--- src/rtl/pe_mac_array_lane.sv ---
// pe_mac_array_lane: LANES-wide signed MAC with a 2-stage pipeline, CHAIN pass-through or local ACCUM groups,
// valid/ready on both sides and optional output saturation.
module pe_mac_array_lane #(
   parameter int IFM_WIDTH  = 8,
   parameter int WGT_WIDTH  = 8,
   parameter int DATA_WIDTH = 16,
   parameter int LANES      = 4,
   parameter int ACC_LEN_W  = 8,
   parameter bit SATURATE   = 1'b1
) (
   input  logic                          clk,
   input  logic                          rst,
   input  logic                          i_in_valid,
   output logic                          o_in_ready,
   input  logic [LANES*IFM_WIDTH-1:0]    i_ifm,
   input  logic [LANES*WGT_WIDTH-1:0]    i_wgt,
   input  logic signed [DATA_WIDTH-1:0]  i_psum_in,
   input  logic                          i_mode,
   input  logic [ACC_LEN_W-1:0]          i_acc_len,
   input  logic                          i_clear,
   output logic                          o_out_valid,
   input  logic                          i_out_ready,
   output logic signed [DATA_WIDTH-1:0]  o_psum_out,
   output logic                          o_sat_flag
);
   localparam int PW    = IFM_WIDTH + WGT_WIDTH;
   localparam int AW0   = PW + $clog2(LANES) + ACC_LEN_W + 1;
   localparam int ACC_W = AW0 > DATA_WIDTH ? AW0 : DATA_WIDTH + 1;
   localparam logic signed [ACC_W-1:0] MAXV = {{(ACC_W-DATA_WIDTH+1){1'b0}}, {(DATA_WIDTH-1){1'b1}}};
   localparam logic signed [ACC_W-1:0] MINV = ~MAXV;
   typedef enum logic {S_IDLE, S_ACC} state_t;
   state_t                       r_state;
   logic [ACC_LEN_W-1:0]         r_len, r_cnt;
   logic                         r_s1_valid, r_s1_first, r_s1_last;
   logic signed [PW-1:0]         r_prod [LANES];
   logic signed [DATA_WIDTH-1:0] r_s1_psum, r_psum_out, w_out;
   logic signed [ACC_W-1:0]      r_acc, w_sum, w_acc_nxt;
   logic                         r_out_valid, r_sat;
   logic                         w_adv, w_acc_in, w_first, w_last, w_s1_chain, w_s2_go, w_hi, w_lo;
   assign w_adv      = !r_out_valid | i_out_ready;
   assign o_in_ready = w_adv & !rst;
   assign w_acc_in   = i_in_valid & o_in_ready;
   assign w_first    = r_state == S_IDLE;
   assign w_last     = w_first ? (!i_mode || i_acc_len <= ACC_LEN_W'(1)) : (r_cnt == r_len - ACC_LEN_W'(1));
   // A self-contained (first & last) beat in stage 1 survives clear; partial ACCUM beats are dropped.
   assign w_s1_chain = r_s1_first & r_s1_last;
   assign w_s2_go    = w_adv & r_s1_valid & (!i_clear | w_s1_chain);
   always_comb begin
      w_sum = '0;
      for (int l = 0; l < LANES; l++) w_sum = w_sum + ACC_W'(r_prod[l]);
   end
   assign w_acc_nxt = (r_s1_first ? ACC_W'(r_s1_psum) : r_acc) + w_sum;
   assign w_hi      = w_acc_nxt > MAXV;
   assign w_lo      = w_acc_nxt < MINV;
   assign w_out     = !SATURATE ? w_acc_nxt[DATA_WIDTH-1:0] :
                      w_hi ? MAXV[DATA_WIDTH-1:0] : w_lo ? MINV[DATA_WIDTH-1:0] : w_acc_nxt[DATA_WIDTH-1:0];
   always_ff @(posedge clk) begin
      if (w_acc_in) begin
         for (int l = 0; l < LANES; l++)
            r_prod[l] <= $signed(i_ifm[l*IFM_WIDTH +: IFM_WIDTH]) * $signed(i_wgt[l*WGT_WIDTH +: WGT_WIDTH]);
         r_s1_psum  <= i_psum_in;
         r_s1_first <= w_first;
         r_s1_last  <= w_last;
      end
   end
   always_ff @(posedge clk or posedge rst) begin
      if (rst) begin
         r_state     <= S_IDLE;
         r_len       <= '0;
         r_cnt       <= '0;
         r_s1_valid  <= 1'b0;
         r_acc       <= '0;
         r_out_valid <= 1'b0;
         r_psum_out  <= '0;
         r_sat       <= 1'b0;
      end else begin
         if (i_clear) begin
            r_state <= S_IDLE;
            r_cnt   <= '0;
         end else if (w_acc_in) begin
            if (w_first && !w_last) begin
               r_state <= S_ACC;
               r_len   <= i_acc_len;
               r_cnt   <= ACC_LEN_W'(1);
            end else if (!w_first) begin
               r_state <= w_last ? S_IDLE : S_ACC;
               r_cnt   <= r_cnt + 1'b1;
            end
         end
         r_s1_valid <= (w_acc_in & !i_clear) | (r_s1_valid & !w_adv & (!i_clear | w_s1_chain));
         if (w_s2_go) r_acc <= w_acc_nxt;
         if (w_s2_go && r_s1_last) begin
            r_out_valid <= 1'b1;
            r_psum_out  <= w_out;
            r_sat       <= w_hi | w_lo;
         end else if (i_out_ready) begin
            r_out_valid <= 1'b0;
         end
      end
   end
   assign o_out_valid = r_out_valid;
   assign o_psum_out  = r_psum_out;
   assign o_sat_flag  = r_sat;
endmodule

--- config.mk ---
export PLATFORM = sky130hd
export DESIGN_NAME = pe_mac_array_lane
export DESIGN_NICKNAME = d
export VERILOG_FILES = /design/src/rtl/pe_mac_array_lane.sv
export SDC_FILE = /design/constraint.sdc
export NUM_CORES = 1
export LEC_CHECK = 0
export BUFFER_PORTS_ARGS = -buffer_cell sky130_fd_sc_hd__buf_2
export CORE_ASPECT_RATIO = 0.6
export CORE_MARGIN = 3
export CORE_UTILIZATION = 63
export CTS_CLUSTER_SIZE = 24
export DETAILED_ROUTE_END_ITERATION = 10
export HOLD_SLACK_MARGIN = 0.1
export PLACE_DENSITY = 0.89
export SKIP_CTS_REPAIR_TIMING = 1
export SLEW_MARGIN = 10
export SYNTH_ARGS = -nofsm -noshare
export SYNTH_HDL_FRONTEND = slang
export SYNTH_SLANG_ARGS = --single-unit
--- constraint.sdc ---
create_clock -name clk -period 9.2 [get_ports clk]
set_input_delay 1.38 -clock clk [delete_from_list [all_inputs] [get_ports clk]]
set_output_delay 1.38 -clock clk [all_outputs]
set_load 0.01 [all_outputs]
**Yosys cells after proc, flatten, opt, wreduce, memory -nomap -nowiden**

Memories as Yosys holds them, arrays and structs flattened.
Cells that the tools add are included.
Widths: inputs -> output; s select.

- Register bits after elaboration: 81
- Bits in latches: 0
- Bits in writable memories: 64
- Memory bits (read-only): 0
- Bits of input ports: 94
- Output and inout bits: 19
- Logic and storage cells: 71
- Memories: 1

- Add/sub/neg operators: 6
- $mul: 4
- Div/mod/pow operators: 0
- $lt $le $gt $ge: 3
- Equal/unequal tests: 1
- Shift operators: 0
- Muxes and demuxes: 17
- Bitwise logic cells: 14
- Reductions and logical operators: 14

Memories:

| name | words | width | read ports | clocked after Yosys merged registers in | wr ports | line | text |
|---|---|---|---|---|---|---|---|
| r_prod | 4 | 16 | 4 | 0 | 4 | 35 | `logic signed [PW-1:0] r_prod [LANES];` |

Operator list:

| operator | number |
|---|---|
| $mul 8x8->16 | 4 |
| $mux 16 | 2 |
| $mux 8 | 4 |
| $add 27x19->27 | 1 |
| $gt 27x16->1 const B | 1 |
| $lt 27x16->1 const B | 1 |
| $mux 27 | 1 |
| $add 18x16->19 | 1 |
| $add 17x16->18 | 1 |
| $add 16x16->17 | 1 |
| $mux 1 | 10 |
| $add 8x1->8 const B | 1 |
| $and 1x1->1 | 8 |
| $eq 8x8->1 | 1 |
| $le 8x1->1 const B | 1 |
| $sub 8x1->8 const B | 1 |
| $logic_not 1->1 | 6 |
| $or 1x1->1 | 4 |
| $reduce_bool 2->1 | 2 |
| $reduce_and 3->1 | 1 |
| $reduce_bool 3->1 | 1 |
| $logic_and 1x1->1 | 2 |
| $not 1->1 | 2 |
| $reduce_and 2->1 | 1 |
| $logic_or 1x1->1 | 1 |

**Logic depth before layout (Yosys ltp)**

Gate-level depths: netlist of the first run.

- Depth after elaboration: 8
- Mapped depth: 22
- Depth with buffers taken out: 19

**Least setup slack after synthesis of the first run**

OpenSTA, ideal clock, no wires.

- Path type: input-to-reg
- Start point: input rst
- End point: register r_len[0]
- Setup time: 0.127 ns
- Data arrival time: 6.725 ns
- Required time: 9.073 ns
- Path slack: 2.348 ns
- Cell stages on the path: 5
- Path buffers: 1
- Path through: inv_1 > and3_1 > clkbuf_1 > nand3b_1 > mux2_2

- Word-level cells in the longest chain between the ends: 4

Ends and longest elaborated chain:

| element | line | text |
|---|---|---|
| start, declared | 12 | `input logic rst,` |
| $logic_not 1->1 (no line) | n/a |  |
| $and 1x1->1 | 41 | `assign o_in_ready = w_adv & !rst;` |
| $and 1x1->1 | 42 | `assign w_acc_in = i_in_valid & o_in_ready;` |
| named net w_acc_in | 39 | `logic w_adv, w_acc_in, w_first, w_last, w_s1_chain, w_s2_go, w_hi, w_lo;` |
| $reduce_and 3->1 (no line) | n/a |  |
| end signal, assigned | 83 | `r_len <= i_acc_len;` |
| end, declared | 33 | `logic [ACC_LEN_W-1:0] r_len, r_cnt;` |

The timed path passes the listed nets, and every way through them passes these cells.
A chain may end at the register's enable or synchronous reset.

**Worst setup path in the final report of the first run**

- Start point: register r_s1_first
- End point: register r_psum_out[0], in the netlist o_psum_out[0]

- Word-level cells in the longest chain between the ends: 5
- Elaborated cells between the ends (all ways): 10
- Classes of those cells: add/sub: 1; order compare: 2; mux: 3; bitwise: 3; reduce/logical: 1

Ends and longest elaborated chain:

| element | line | text |
|---|---|---|
| start, declared | 34 | `logic r_s1_valid, r_s1_first, r_s1_last;` |
| start signal, assigned | 62 | `r_s1_first <= w_first;` |
| $mux 27 | 52 | `assign w_acc_nxt = (r_s1_first ? ACC_W'(r_s1_psum) : r_acc) + w_sum;` |
| $add 27x19->27 | 52 |  |
| $lt 27x16->1 | 54 | `assign w_lo = w_acc_nxt < MINV;` |
| $mux 16 (2 in series) | 56 | `w_hi ? MAXV[DATA_WIDTH-1:0] : w_lo ? MINV[DATA_WIDTH-1:0] : w_acc_nxt[DATA_WIDTH-1:0];` |
| end signal, assigned | 94 | `r_psum_out <= w_out;` |
| end, declared | 36 | `logic signed [DATA_WIDTH-1:0] r_s1_psum, r_psum_out, w_out;` |

Parallel ways exist; a longest one is shown, timed or not.

==> run metrics, run 1 <==
drt pass-1 iters 6; Req. time, crit path 9460 ps; vias in the first global route 14320; post-DR wirelength/cell 18.21 um; largest net degree at the start of global routing 77; top cells by area, synth fa_1, edfxtp_1, ha_1; status finished, final reports clean; Slew headroom 0.3501; CTS tree yes; endpoints failing hold 0; Layout area overhead 7.928%; WP data arrival 6470 ps; Post-Synthesis Mean Instance Area 9.882 um2; Setup crit end kind flop; TritonCTS Buffers 17; Crit Reg-Reg Endpoint o_psum_out[0]; H-tree levels 4; later-pin clock latency in the skew report 430 ps; share of layout cells above drive strength 1 0.09776; Multi-input gate area 13240 um2; crit path launch r_s1_first; final critical-path share of the clock period 0.6741; CP max FO 19; ys flop type edfxtp_1; critical path class flop to flop; YS warnings 0; clock buffer depth 2; Initial Utilization 0.6521; clk sinks 145; number of synthesized flops with an enable pin 82; Antenna Nets Post-Route 0; count of input and output buffers 112; number of I/O pins 113; CP Launch Type flop; Setup violations, final 0; Max Cap Viol 0; Die W 230.9 um; Iter 0 DRT Violations 1379; post-synth top area share 0.3111; setup TNS 0 ps; placer congestion estimate 0.9615; core area 29310 um2; Mapped Nets 2470; Routed WL 44730 um; Sequential cell area 4039 um2; Synth Cell Area 19110 um2; RR Startpoint r_s1_first; fraction of registers with async set/reset 0.4345; die area 32530 um2; initial antenna violation count 3; Nets 2579; post-layout min period 6201 ps; max layer used met5; worst slew pin tran 974.9 ps; diode count 0; RSZ-0062 raised after global routing no; Register-to-Register Path Depth 18; first-pass GRT wire length 73750 um; DRC Markers 0; routed vias/inst 5.675; Worst Hold Class flop to flop; CTS clk-pin slew, worst paths 60 ps; met1 WL 20030 um; Worst R2R Setup Slack 3000 ps; Overflow after GRT 0; Distinct cells, synth 76; sequential share of the synthesized area 0.2113; overall global routing resource usage 0.2876; row count 48; Root Driver clkbuf_16; most frequent cells in the layout inv_1, fa_1, and2_1; # fillers 2135; Final Max Tran Viols 0; Max Clock Freq 161.3 MHz; worst setup path endpoint o_psum_out[0]; Clock Skew 9.381 ps; met2 WL 20150 um; commonest non-fill, non-tap cell in the layout inv_1; Die H 140.9 um; post-synth top area cell fa_1; via count 13940; cell count after synthesis 1934; Yosys reg bits 145; WL met3 3905 um; dpl hpwl 37170 um
## through the flow
| step | hold slack [ps] | setup WS (ps) | instance area (um2) | instances | util |
|---|---|---|---|---|---|
| final | 486.0 | 2999 | 20630 | 2456 | 0.7038 |
| after detailed placement | 471.9 | 3128 | 20070 | 2424 | 0.6849 |
| after global routing | 519.0 | 2594 | 20630 | 2456 | 0.7038 |
| after CTS | 485.9 | 3109 | 20630 | 2456 | 0.7038 |
| after floorplan | 448.8 | 2348 | 19110 | 1934 | - |
| after global placement | 463.5 | 3247 | 20070 | 2424 | 0.6849 |
## kinds of logic (layout without fill, tap and decap cells)
family	after synthesis	after routing	share of synthesized area
compound gates	235	235	0.08524
xor+xnor	88	88	0.04105
fa+ha+maj	442	442	0.4060
buf+inv	479	601	0.09630
flops	145	145	0.2113
mux	35	35	0.01957
simple gates	510	510	0.1405
## synth_stat cells (4+ instances only)
library cell and number:
o21ai_1 5, nor2b_1 11, and3_1 8, xor2_1 17
o31a_1 6, nand2b_1 37, or2_2 6, a21boi_0 16
and2_1 163, buf_2 4, a21o_1 13, xnor2_1 70
and4_1 5, mux2_2 19, or3_1 8, o21ai_0 66
o21a_1 5, o22ai_1 4, nand4_1 5, nor2_1 86
o22ai_2 10, ha_1 145, or4_1 7, nor3_1 17
a21oi_1 49, nand2_1 124, buf_6 5, o41ai_1 6
clkbuf_1 17, a211oi_1 4, fa_1 297, nand3_1 19
inv_1 452, dfrtp_1 63, mux2i_1 16, o211ai_1 7
edfxtp_1 82
## flip-flops by register name, indices dropped and copies added, names as in the netlist
| register | count |
|---|---|
| r_cnt | 8 |
| r_s1_last | 1 |
| r_state | 1 |
| r_s1_valid | 1 |
| r_prod | 64 |
| r_s1_first | 1 |
| r_acc | 27 |
| r_len | 8 |
| o_sat_flag | 1 |
| o_out_valid | 1 |
| r_s1_psum | 16 |
| o_psum_out | 16 |
## layer usage
metal	up-vias	track usage
met4	6	0.05081
li1	6295	-
met1	6992	0.4339
met3	62	0.04927
met5	-	0
met2	582	0.4483
## critical path, stage by stage (launching register included)
cell	delay (ps)
edfxtp_1	330
buf_4	340
and2_1	480
a21oi_1	120
fa_1	510
inv_1	50
fa_1	490
inv_1	60
fa_1	480
inv_1	50
ha_1	390
a21oi_1	300
o21ai_1	200
a2111oi_0	530
a21oi_1	300
xnor2_1	350
nor3_4	90
a41oi_2	750
o22ai_1	180
## worst min path at each step
stage	startpoint	to	slack, ps	depth (start not counted)
2_1_floorplan	r_acc[16]	r_acc[16]	450	2
3_3_place_gp	r_acc[26]	r_acc[26]	460	2
3_5_place_dp	r_acc[16]	r_acc[16]	470	2
4_1_cts	r_acc[16]	r_acc[16]	490	2
5_1_grt	r_acc[5]	r_acc[5]	520	2
6_report	r_acc[16]	r_acc[16]	490	2
## final cells by class
cell class / count / share of cell area
inverter: 452 / 0.08225
tap: 400 / 0.02426
timing repair buffer: 117 / 0.02899
clock inverter: 12 / 0.005762
clock buffer: 20 / 0.02117
multi-input combinational: 1310 / 0.6418
sequential: 145 / 0.1958
Power of run 1 is not shown: default switching activity piles up to over one toggle a cycle in this logic, so the estimate is an artifact.
==> run 2, diff against run 1 <==
==> constraint.sdc (replaced) <==
create_clock -name clk -period 5.9 [get_ports clk]
set_input_delay 0.885 -clock clk [delete_from_list [all_inputs] [get_ports clk]]
set_output_delay 0.885 -clock clk [all_outputs]
set_load 0.01 [all_outputs]
==> run metrics, run 2 (synthesized netlist as in run 1, its figures left out) <==
TritonCTS Buffers 17; first-pass GRT wire length 72580 um; vias in the first global route 14520; post-layout min period 5765 ps; CTS tree yes; setup TNS 0 ps; Final Util 0.7100; dpl hpwl 36980 um; CTS clk-pin slew, worst paths 70 ps; DRC Markers 0; routed vias/inst 5.690; biggest regs r_prod (64), r_acc (27); CP Launch Type flop; number of I/O pins 113; Final Max Tran Viols 0; # fillers 2090; count of input and output buffers 112; Clock Skew 10.29 ps; Max Cap Viol 0; commonest non-fill, non-tap cell in the layout inv_1; Setup crit end kind flop; Max Clock Freq 173.5 MHz; Initial Utilization 0.6521; HP Start r_acc[20]; Iter 0 DRT Violations 1133; H-tree levels 4; most frequent cells in the layout inv_1, fa_1, and2_1; Die H 140.9 um; endpoints failing hold 0; critical path class flop to flop; drt pass-1 iters 5; row count 48; Nets 2595; core area 29310 um2; final critical-path share of the clock period 0.9770; clock buffer depth 2; post-DR wirelength/cell 17.89 um; Root Driver clkbuf_16; Die W 230.9 um; WP data arrival 6110 ps; Routed WL 44240 um; initial antenna violation count 6; Setup violations, final 0; diode count 0; status finished, final reports clean; crit path launch r_s1_first; share of layout cells above drive strength 1 0.1071; CP max FO 12; Slew headroom 0.3934; via count 14070; largest net degree at the start of global routing 64; flip-flop count of the largest register after layout 64; Req. time, crit path 6250 ps; clk sinks 145; Worst Hold Class flop to flop; worst slew pin tran 909.8 ps; die area 32530 um2; Layout area overhead 8.877%; later-pin clock latency in the skew report 440 ps; placer congestion estimate 0.9494; RR Startpoint r_s1_first; Antenna Nets Post-Route 0; overall global routing resource usage 0.2825; Biggest register r_prod; Overflow after GRT 0
==> run 2: cell count changes in the layout (fill, tap and decap cells not counted), sizes merged <==
cell | before | now
buf | 117 | 133
clkbuf | 20 | 18
clkinv | 6 | 4
clkinvlp | 2 | 4
inv | 454 | 456
==> run 2: worst paths after layout <==
kind | endpoint | slack [ps] | depth (start not counted)
setup reg to reg | o_psum_out[0] | 140 | 20
hold / removal | r_acc[20] | 490 | 2
min in group asynchronous | r_len[0] | 720 | 3
setup / recovery | o_psum_out[0] | 140 | 20
hold reg to reg | r_acc[20] | 490 | 2
max in group asynchronous | r_acc[14] | 4620 | 3
==> run 2: critical path, cell delays in order (launching register included) <==
cell      delay (ps)
edfxtp_1         440
buf_4            210
buf_4            200
mux2i_1          180
fa_1             530
inv_1             60
fa_1             470
inv_1             50
fa_1             470
inv_1             40
ha_1             460
nand4_1          320
nor2_1           270
o21a_1           250
nor4_1           110
or3_1            350
or4_4            510
nor3_4           250
a41oi_2          140
buf_4            220
o22ai_1          140
==> run 2: through the flow <==
| step | instances | area (um2) | hold slack [ps] | setup slack (ps) |
|---|---|---|---|---|
| 6_report | 2472 | 20810 | 487.8 | 135.4 |
| 5_1_grt | 2472 | 20810 | 516.8 | -7.850 |
| 4_1_cts | 2472 | 20800 | 493.3 | 273.9 |
| 3_5_place_dp | 2440 | 20200 | 478.4 | 246.8 |
| 3_3_place_gp | 2440 | 20200 | 464.3 | 363.8 |
| 2_1_floorplan | 1934 | 19110 | 448.8 | 667.1 |
==> run 2: layout make-up <==
type	instances	area, um2	share of cell area
Multi-Input combinational cell	1310	13250	0.6366
Inverter	452	1697	0.08153
Timing Repair Buffer	133	730.7	0.03512
Clock buffer	18	439.2	0.02111
Sequential cell	145	4039	0.1941
Tap cell	400	500.5	0.02405
Clock inverter	14	156.4	0.007516
==> run 2: layer usage <==
metal	up-vias	wire, um	GRT usage
li1	6342	-	-
met1	6981	18490	0.4024
met2	642	20290	0.4436
met3	90	4396	0.06704
met4	10	977	0.07068
met5	-	80	0
Power of run 2 is left out for the same reason.
